===== config.mk =====
export PLATFORM = sky130hd
export DESIGN_NAME = zmc_wb_port
export DESIGN_NICKNAME = d
export VERILOG_FILES = /design/src/rtl/zmc_wb_port.sv
export SDC_FILE = /design/constraint.sdc
export NUM_CORES = 1
export LEC_CHECK = 0
export CELL_PAD_IN_SITES_DETAIL_PLACEMENT = 1
export CELL_PAD_IN_SITES_GLOBAL_PLACEMENT = 1
export CORE_ASPECT_RATIO = 0.5
export CORE_MARGIN = 5
export CORE_UTILIZATION = 33
export DETAILED_ROUTE_END_ITERATION = 10
export GPL_TIMING_DRIVEN = 0
export PLACE_DENSITY_LB_ADDON = 0.1
export SLEW_MARGIN = 20
export SYNTH_ARGS = -nofsm -noshare
export SYNTH_HDL_FRONTEND = slang
export SYNTH_SLANG_ARGS = --single-unit

===== constraint.sdc =====
create_clock -name clk -period 2.5 [get_ports clk]
set_input_delay 0.625 -clock clk [delete_from_list [all_inputs] [get_ports clk]]
set_output_delay 0.625 -clock clk [all_outputs]
set_load 0.03 [all_outputs]

===== src/rtl/zmc_wb_port.sv =====
`default_nettype none
// ============================================================================
//  Module   : zmc_wb_port
//  Purpose  : Wishbone classic single-cycle bus master for the zmc datapath.
//             Runs one load/store per controller request, returns load data,
//             and aborts with an error if the slave fails to respond in time.
//  Revision : 1.0  initial release
// ============================================================================
module zmc_wb_port #(
  parameter int DATA_WL   = 16,
  parameter int ADR_WL    = 16,
  parameter int TO_CYCLES = 255,
  parameter int TO_WL     = 8
) (
  input  logic               clk,
  input  logic               a_reset_l,
  input  logic               req_in,
  input  logic               we_in,
  input  logic [ADR_WL-1:0]  adr_in,
  input  logic [DATA_WL-1:0] data_wr_in,
  output logic [DATA_WL-1:0] data_rd_out,
  output logic               done_out,
  output logic               err_out,
  output logic               busy_out,
  output logic               wb_cyc_o,
  output logic               wb_stb_o,
  output logic               wb_we_o,
  output logic [ADR_WL-1:0]  wb_adr_o,
  output logic [DATA_WL-1:0] wb_dat_o,
  input  logic [DATA_WL-1:0] wb_dat_i,
  input  logic               wb_ack_i,
  input  logic               wb_err_i
);

  typedef enum logic [1:0] {
    S_IDLE = 2'd0,
    S_BUS  = 2'd1,
    S_DONE = 2'd2
  } state_t;

  // Counter value seen on the last BUS cycle that is still allowed to wait.
  localparam logic [TO_WL-1:0] TO_LAST = TO_WL'(TO_CYCLES - 1);
  localparam logic [TO_WL-1:0] CNT_MAX = {TO_WL{1'b1}};
  localparam logic [TO_WL-1:0] CNT_ONE = TO_WL'(1);

  state_t               state_q, state_d;
  logic [TO_WL-1:0]     cnt_q,   cnt_d;
  logic                 cyc_q,   cyc_d;
  logic                 we_q,    we_d;
  logic [ADR_WL-1:0]    adr_q,   adr_d;
  logic [DATA_WL-1:0]   dat_q,   dat_d;
  logic [DATA_WL-1:0]   rd_q,    rd_d;
  logic                 done_q,  done_d;
  logic                 err_q,   err_d;
  logic                 busy_q,  busy_d;

  // Next-state and next-output logic; done/err are single-cycle pulses.
  always_comb begin
    state_d = state_q;
    cnt_d   = cnt_q;
    cyc_d   = cyc_q;
    we_d    = we_q;
    adr_d   = adr_q;
    dat_d   = dat_q;
    rd_d    = rd_q;
    done_d  = 1'b0;
    err_d   = 1'b0;
    busy_d  = busy_q;

    case (state_q)
      S_IDLE: begin
        cyc_d  = 1'b0;
        busy_d = 1'b0;
        if (req_in) begin
          we_d    = we_in;
          adr_d   = adr_in;
          dat_d   = data_wr_in;
          cyc_d   = 1'b1;
          busy_d  = 1'b1;
          cnt_d   = '0;
          state_d = S_BUS;
        end
      end

      S_BUS: begin
        if (wb_err_i) begin
          // Error wins over a simultaneous ack; read data is discarded.
          cyc_d   = 1'b0;
          done_d  = 1'b1;
          err_d   = 1'b1;
          state_d = S_DONE;
        end else if (wb_ack_i) begin
          cyc_d   = 1'b0;
          done_d  = 1'b1;
          if (!we_q) begin
            rd_d = wb_dat_i;
          end
          state_d = S_DONE;
        end else if (cnt_q == TO_LAST) begin
          // Slave never answered: abort the cycle as a bus error.
          cyc_d   = 1'b0;
          done_d  = 1'b1;
          err_d   = 1'b1;
          state_d = S_DONE;
        end else if (cnt_q != CNT_MAX) begin
          cnt_d = cnt_q + CNT_ONE;
        end
      end

      S_DONE: begin
        busy_d  = 1'b0;
        state_d = S_IDLE;
      end

      default: begin
        cyc_d   = 1'b0;
        busy_d  = 1'b0;
        state_d = S_IDLE;
      end
    endcase
  end

  // State and output registers; reset clears the bus cycle without a clock.
  always_ff @(posedge clk or negedge a_reset_l) begin
    if (!a_reset_l) begin
      state_q <= S_IDLE;
      cnt_q   <= '0;
      cyc_q   <= 1'b0;
      we_q    <= 1'b0;
      adr_q   <= '0;
      dat_q   <= '0;
      rd_q    <= '0;
      done_q  <= 1'b0;
      err_q   <= 1'b0;
      busy_q  <= 1'b0;
    end else begin
      state_q <= state_d;
      cnt_q   <= cnt_d;
      cyc_q   <= cyc_d;
      we_q    <= we_d;
      adr_q   <= adr_d;
      dat_q   <= dat_d;
      rd_q    <= rd_d;
      done_q  <= done_d;
      err_q   <= err_d;
      busy_q  <= busy_d;
    end
  end

  assign wb_cyc_o    = cyc_q;
  assign wb_stb_o    = cyc_q;
  assign wb_we_o     = we_q;
  assign wb_adr_o    = adr_q;
  assign wb_dat_o    = dat_q;
  assign data_rd_out = rd_q;
  assign done_out    = done_q;
  assign err_out     = err_q;
  assign busy_out    = busy_q;

endmodule
`default_nettype wire


# == Word level (Yosys, flattened, before mapping) ==
# Cells that the tools add are included.
# word_totals
romBits,0
n_memories,0
out_inout_bits,54
reg_bits,63
ramBits,0
latchBits,0
word_cells,55
# op_classes
order_cmp,0
reduce_logical,7
n_div,0
eq_ne,10
n_mul,0
muxes,24
n_shift,0
n_addsub,1
bitwise,3
# ops
cell,n
8-bit 2-to-1 mux,5
8-bit one-hot mux with 2 select lines,1
1-bit 2-to-1 mux,11
"2-bit != test, second input constant",5
"8-bit by 1-bit adder with 8-bit output, second input constant",1
"8-bit equality test, second input constant",1
2-bit 2-to-1 mux,4
"8-bit != test, second input constant",1
2-bit AND reduction,3
6-bit AND reduction,1
"4-bit != test, second input constant",1
2-bit one-hot mux with 2 select lines,1
4-bit AND reduction,1
1-bit NOT,3
1-bit one-hot mux with 3 select lines,1
"2-bit by 1-bit equality test with 1-bit output, second input constant",1
"2-bit equality test, second input constant",1
2-bit zero test,1
1-bit one-hot mux with 2 select lines,1
2-bit nonzero test,1

# == Depth between registers and ports, before layout ==
# Gate-level depths: netlist (run 1).
# depth
word_depth,6
ltp_mapped,7

# == Worst setup path before layout (run 1) ==
# Ideal clock, no wire load.
# synth_timing
path_kind,input to register
start,input port wb_err_i
end,register cnt_q[1]
slack_ns,0.410
path_buffers,1
cell_stages,5
arrival_ns,1.963
setup_time_ns,0.127
cell_sequence,or4b_4 -> a41oi_4 -> or2_1 -> buf_6 -> mux2_1
# synth_via
elab_chain_len,2
# synth_rtl
item,line,text
from (decl),32,input logic wb_err_i
2-bit != test (no source line),n/a,
6-bit AND reduction (no source line),n/a,
to (signal assigned),138,cnt_q <= cnt_d;
to (decl),47,"logic [TO_WL-1:0] cnt_q, cnt_d;"
# No other way between the ends.
# A chain may end at the register's enable or synchronous reset.

# == Worst setup path in the final report (run 1) ==
# Ends and elaborated chain as after synthesis.

==> results of run 1 <==
metal layers:
| metal | vias to the layer above | part of all wire | global-route usage | wire (microns) |
|---|---|---|---|---|
| met2 | 48 | 0.53 | 0.247 | 3330 |
| met4 | 0 | 0.010 | 0.0479 | 64 |
| li1 | 863 | - | - | - |
| met5 | - | 0 | 0 | 0 |
| met3 | 6 | 0.070 | 0.0769 | 441 |
| met1 | 944 | 0.39 | 0.151 | 2480 |
layout make-up:
type | instances | share of cell area
Buffer | 7 | 0.0106
Clock buffer | 12 | 0.0639
Clock inverter | 4 | 0.00499
Inverter | 2 | 0.00187
Multi-Input combinational cell | 102 | 0.225
Sequential cell | 63 | 0.393
Tap cell | 96 | 0.0299
Timing Repair Buffer | 108 | 0.271
cell usage in the layout, fill, tap and decap left out, drive strengths merged:
cell and count:
nor2b 1, o22ai 1, a41oi 4, a21oi 7
or2 2, ha 2, inv 2, a31oi 4
a21o 1, dfrtp 63, nand2b 3, clkinv 4
clkbuf 12, clkdlybuf4s50 106, and3 3, mux2 50
buf 9, nand3 5, a22o 1, and2 1
o21ai 2, nand4 1, nand2 4, or4b 1
o21a 3, nor2 6
worst max path at each step:
stage,from,to,slack [ns],depth (start not counted)
floorplan,wb_err_i,cnt_q[1],0.41,5
global placement,a_reset_l,cnt_q[6],-1.27,1
detailed placement,wb_err_i,cnt_q[1],-0.21,6
CTS,wb_err_i,cnt_q[1],0.13,6
global route,wb_err_i,cnt_q[1],0.07,6
finish,wb_err_i,cnt_q[1],0.12,6
flip-flops by register name (all words and copies together), names as in the netlist:
register,flops
data_rd_out,16
wb_adr_o,16
wb_dat_o,16
cnt_q,8
state_q,2
busy_out,1
done_out,1
err_out,1
wb_cyc_o,1
wb_we_o,1
synth_stat cells:
library cell,instances,share of area
o21a_1,3,0.0089
buf_4,1,0.0030
or2_2,1,0.0025
a21o_1,1,0.0030
o22ai_1,1,0.0025
a41oi_4,1,0.011
nand3_1,5,0.0099
a21oi_1,7,0.014
mux2_2,49,0.22
and3_1,3,0.0074
inv_1,2,0.0030
dfrtp_1,63,0.62
buf_6,1,0.0045
o21ai_0,2,0.0040
nor2_1,6,0.0089
a22o_1,1,0.0035
nand4_1,1,0.0025
or4b_4,1,0.0054
buf_1,1,0.0015
ha_1,2,0.0099
and2_1,1,0.0025
mux2_1,1,0.0045
a41oi_1,3,0.010
nand2b_1,3,0.0074
nand2_1,4,0.0059
nor2b_1,1,0.0025
or2_1,1,0.0025
buf_2,4,0.0079
a31oi_1,4,0.0099
critical path, cell delays in order:
cell and delay (ns):
clkdlybuf4s50_1 0.47, or4b_4 0.55, a41oi_4 0.34, or2_1 0.17
buf_6 0.12, mux2_1 0.31
power by group:
group          total, mW  internal [mW]  switching, mW
sequential          1.55           1.37          0.184
clock               1.13          0.716          0.411
combinational       2.00          0.941           1.06
through the flow:
stage / hold slack [ns] / util / instances / worst slack [ns]
3_5_place_dp: 0.468 / 0.507 / 378 / -0.214
2_1_floorplan: 0.329 / - / 174 / 0.410
4_1_cts: 0.217 / 0.544 / 394 / 0.133
5_1_grt: 0.235 / 0.544 / 394 / 0.0686
3_3_place_gp: 0.460 / 0.504 / 377 / -1.27
6_report: 0.216 / 0.544 / 394 / 0.120
cell families after synthesis:
group / count (synthesis) / share of synthesized area
mux: 50 / 0.223
compound gates: 23 / 0.0668
simple gates: 27 / 0.0574
buf+inv: 9 / 0.0198
flops: 63 / 0.623
fa+ha+maj: 2 / 0.00989
==> results.ini, run 1 <==
[worst_setup_path]
rr_startpoint = state_q[1]
worstPathArrival_ns = 2.58
ff2ff_path_depth = 5
crit_type = in -> reg
worstSetupEndpointType = register
timing.rr.end = cnt_q[1]
critPathLaunchType = input port
worstPathRequired_ns = 2.70
r2r_slack_ns = 0.43
cp_max_fo = 9

[floorplan]
start_util = 0.343
io_pins = 108
dieArea_sq_um = 9620
fp-row-count = 22
core_area_sq_um = 7380
die_w_microns = 134
die_h_microns = 71.9

[clocking]
cts_made_buffers = 9
cts_setup_buffers = 0
cts_sinks = 63
htree_levels = 3
post_cts_resized = 0
cts_tree = yes
root_buffer = clkbuf_16
clock_path_buffers = 2
cts_hold_buf = 0
clk_latency_ns = 0.32
clkTransAtPathRegs_ns = 0.05

[logic_synthesis]
ys_warn_count = 0
synth-seq-cells = 63
syn-num-nets = 230
yosysUniqueCellTypes = 29
synth-seq-area-share = 0.623
netlist_instances = 174
synth_area_sq_um = 2530
synth.avg_cell_area_sq_um = 14.5

[layout]
areaGrowthSynthToFinish_pct = 58.7
drive_gt1_frac = 0.252
n_fill_cell = 766
num_antenna_cells = 0
fin_area_sq_um = 4010
finalNetCount = 349
multi_input_area_sq_um = 902
regArea_sq_um = 1580

[timing]
relSlewSlack = 0.523
tightest_slew_ns = 0.713
max_freq_mhz = 420
slew_viol_final = 0
setup_tns_ns = 0
setup_viol = 0
finalCriticalPeriod_ns = 2.38
grt_setup_unrepaired = no
hold_viol = 0
fin_crit_sh = 0.952
fin_skew_ns = 0.00274

[job]
maxCapViolCount = 0

[power]
static-leakage-power_nw = 1.71
max-vdd-ir-drop_v = 0.000515
power_density_nw_per_um2 = 1170
total_power_mw = 4.68

[status]
status = complete, no violations

[drt]
vias = 1861
drtIter0Drc = 30
vias_per_cell = 4.72
first_pass_iters = 4
wirelength_microns = 6310
ant_nets = 0
drc = 0
wl_per_cell_microns = 16.0

[global_routing]
antenna_found_initial = 0
grt_pass1_vias = 2128
grt_max_degree = 37
grt.total_usage = 0.143
grt_overflow = 0
grt_first_pass_wirelength_microns = 10600

[placed_design]
place_congestion = 0.720
port_buffers = 107
placed_cell_area_sq_um = 3740
dp_hpwl_microns = 4810

[worst_hold_path]
hold_class = in -> async

(Power assumes the default switching activity.)
==> run 2: changes to the inputs <==
--- a/config.mk
+++ b/config.mk
@@ -5,6 +5,8 @@
 export SDC_FILE = /design/constraint.sdc
 export NUM_CORES = 1
 export LEC_CHECK = 0
+export ABC_AREA = 0
+export CAP_MARGIN = 20
 export CELL_PAD_IN_SITES_DETAIL_PLACEMENT = 1
 export CELL_PAD_IN_SITES_GLOBAL_PLACEMENT = 1
 export CORE_ASPECT_RATIO = 0.5
@@ -13,7 +15,6 @@
 export DETAILED_ROUTE_END_ITERATION = 10
 export GPL_TIMING_DRIVEN = 0
 export PLACE_DENSITY_LB_ADDON = 0.1
-export SLEW_MARGIN = 20
 export SYNTH_ARGS = -nofsm -noshare
 export SYNTH_HDL_FRONTEND = slang
 export SYNTH_SLANG_ARGS = --single-unit
==> results.ini, run 2 (synthesis results as in run 1) <==
[status]
status = complete, no violations

[clocking]
root_buffer = clkbuf_16
cts_made_buffers = 9  ; unchanged
post_cts_resized = 0  ; unchanged
cts_tree = yes
cts_hold_buf = 0  ; unchanged
htree_levels = 3  ; unchanged
clk_latency_ns = 0.33  ; about the same
clkTransAtPathRegs_ns = 0.05  ; about the same
clock_path_buffers = 2  ; unchanged
cts_setup_buffers = 0  ; unchanged
cts_sinks = 63  ; unchanged

[layout]
finalNetCount = 348  ; -0.29%
num_antenna_cells = 0  ; unchanged
areaGrowthSynthToFinish_pct = 60.0
fin_area_sq_um = 4050  ; +0.81%
drive_gt1_frac = 0.253  ; +0.000847
final_cell_mix = clkdlybuf4s50_1, dfrtp_1, mux2_2, clkbuf_16, a21oi_1
final_common_cell = clkdlybuf4s50_1

[timing]
max_freq_mhz = 423  ; +0.78%
relSlewSlack = 0.464  ; -0.0592
fin_crit_sh = 0.945  ; -0.00740
fin_hold_ws_ns = 0.372  ; +0.156 ns
fin_skew_ns = 0.00553  ; +0.00279 ns
slew_viol_final = 0  ; unchanged
finalCriticalPeriod_ns = 2.36  ; -0.0185 ns
hold_viol = 0  ; unchanged
grt_setup_unrepaired = no
setup_ws_ns = 0.138  ; +0.0185 ns
setup_viol = 0  ; unchanged
tightest_slew_ns = 0.805  ; +0.0914 ns

[worst_setup_path]
path_cells = clkdlybuf4s50_1, or4b_4, a41oi_4, or2_1, buf_6, mux2_1
worstPathArrival_ns = 2.57  ; about the same
cpMaxStageDelayCell = or4b_4
crit_type = in -> reg
worstSetupEndpointType = register
worstPathRequired_ns = 2.71  ; about the same
cp_top_family = simple AND/OR/NAND/NOR gates
critPathLaunchType = input port
cp_max_fo = 9  ; unchanged
cpPeakStageDelay_ns = 0.55  ; about the same
cp_num_buf_inv = 2  ; unchanged

[floorplan]
dieArea_sq_um = 9620  ; unchanged
io_pins = 108  ; unchanged
die_w_microns = 134  ; unchanged
start_util = 0.343  ; unchanged
die_h_microns = 71.9  ; unchanged
core_area_sq_um = 7380  ; unchanged
fp-row-count = 22  ; unchanged

[drt]
drc = 0  ; unchanged
wirelength_microns = 6530  ; +3.5%
wl_per_cell_microns = 16.6  ; +3.8%
drtIter0Drc = 84  ; +180%
ant_nets = 0  ; unchanged
vias = 1845  ; -0.86%
vias_per_cell = 4.69  ; -0.61%
first_pass_iters = 2  ; -2

[global_routing]
grt_pass1_vias = 2149  ; +0.99%
grt.total_usage = 0.146  ; +0.00299
antenna_found_initial = 0  ; unchanged
grt_overflow = 0  ; unchanged
grt_max_degree = 64  ; +73%
grt_first_pass_wirelength_microns = 10800  ; +2.0%

[placed_design]
placed_cell_area_sq_um = 3720  ; -0.54%
place_ws_ns = -0.201  ; +0.0128 ns
place_congestion = 0.720  ; unchanged
dp_hpwl_microns = 4690  ; -2.5%
port_buffers = 107  ; unchanged

[worst_hold_path]
hold_class = in -> async

[power]
power_density_nw_per_um2 = 1210  ; +3.5%
static-leakage-power_nw = 1.72  ; +0.79%
max-vdd-ir-drop_v = 0.000538  ; +4.3%

[job]
maxCapViolCount = 0  ; unchanged

-- run 2: worst paths after layout --
kind                       startpoint  slack [ns]               to  cells after the start
setup / recovery             wb_err_i        0.14         cnt_q[1]                      6
hold / removal              a_reset_l        0.37     wb_dat_o[13]                      1
setup reg to reg           state_q[1]        0.43         cnt_q[1]                      5
hold reg to reg              busy_out        0.48         busy_out                      1
max in group asynchronous   a_reset_l        1.58  data_rd_out[13]                      1
min in group clk             busy_out        0.48         busy_out                      1
-- run 2: area by class of cell --
cell class                      count  area [sq um]
Multi-Input combinational cell    102           902
Sequential cell                    63          1580
Fill cell                         747          3330
Clock buffer                       14           294
Tap cell                           96           120
Timing Repair Buffer              107          1070
Buffer                              7          42.5
Clock inverter                      2          35.0
Inverter                            2          7.51
-- run 2: metal layers --
layer  global-route usage  vias up  routed length, microns
li1                     -      859                       -
met1                0.148      930                    2590
met2                0.258       47                    3370
met3               0.0748        9                     469
met4               0.0593        0                     108
met5                    0        -                       0
-- run 2: metrics by stage --
step | total power, mW | setup TNS (ns) | util | cells
after floorplan | 2.66 | 0 | - | 174
after global placement | 3.55 | -82.36 | 0.504 | 377
after detailed placement | 3.60 | -4.16 | 0.504 | 377
after CTS | 4.98 | 0 | 0.549 | 393
after global routing | 5.13 | 0 | 0.549 | 393
final | 4.89 | 0 | 0.549 | 393
-- run 2: worst reg2reg max path, stage by stage (launching register included) --
cell and delay [ns]:
dfrtp_1 0.45, or4b_4 0.57, a41oi_4 0.32, or2_1 0.17, buf_6 0.13, mux2_1 0.31
-- run 2: report_power, final --
part,internal [mW],switching (mW),total (mW)
Sequential,1.37,0.186,1.55
Combinational,0.938,1.06,2.00
Clock,0.905,0.427,1.33
Total,3.21,1.68,4.89
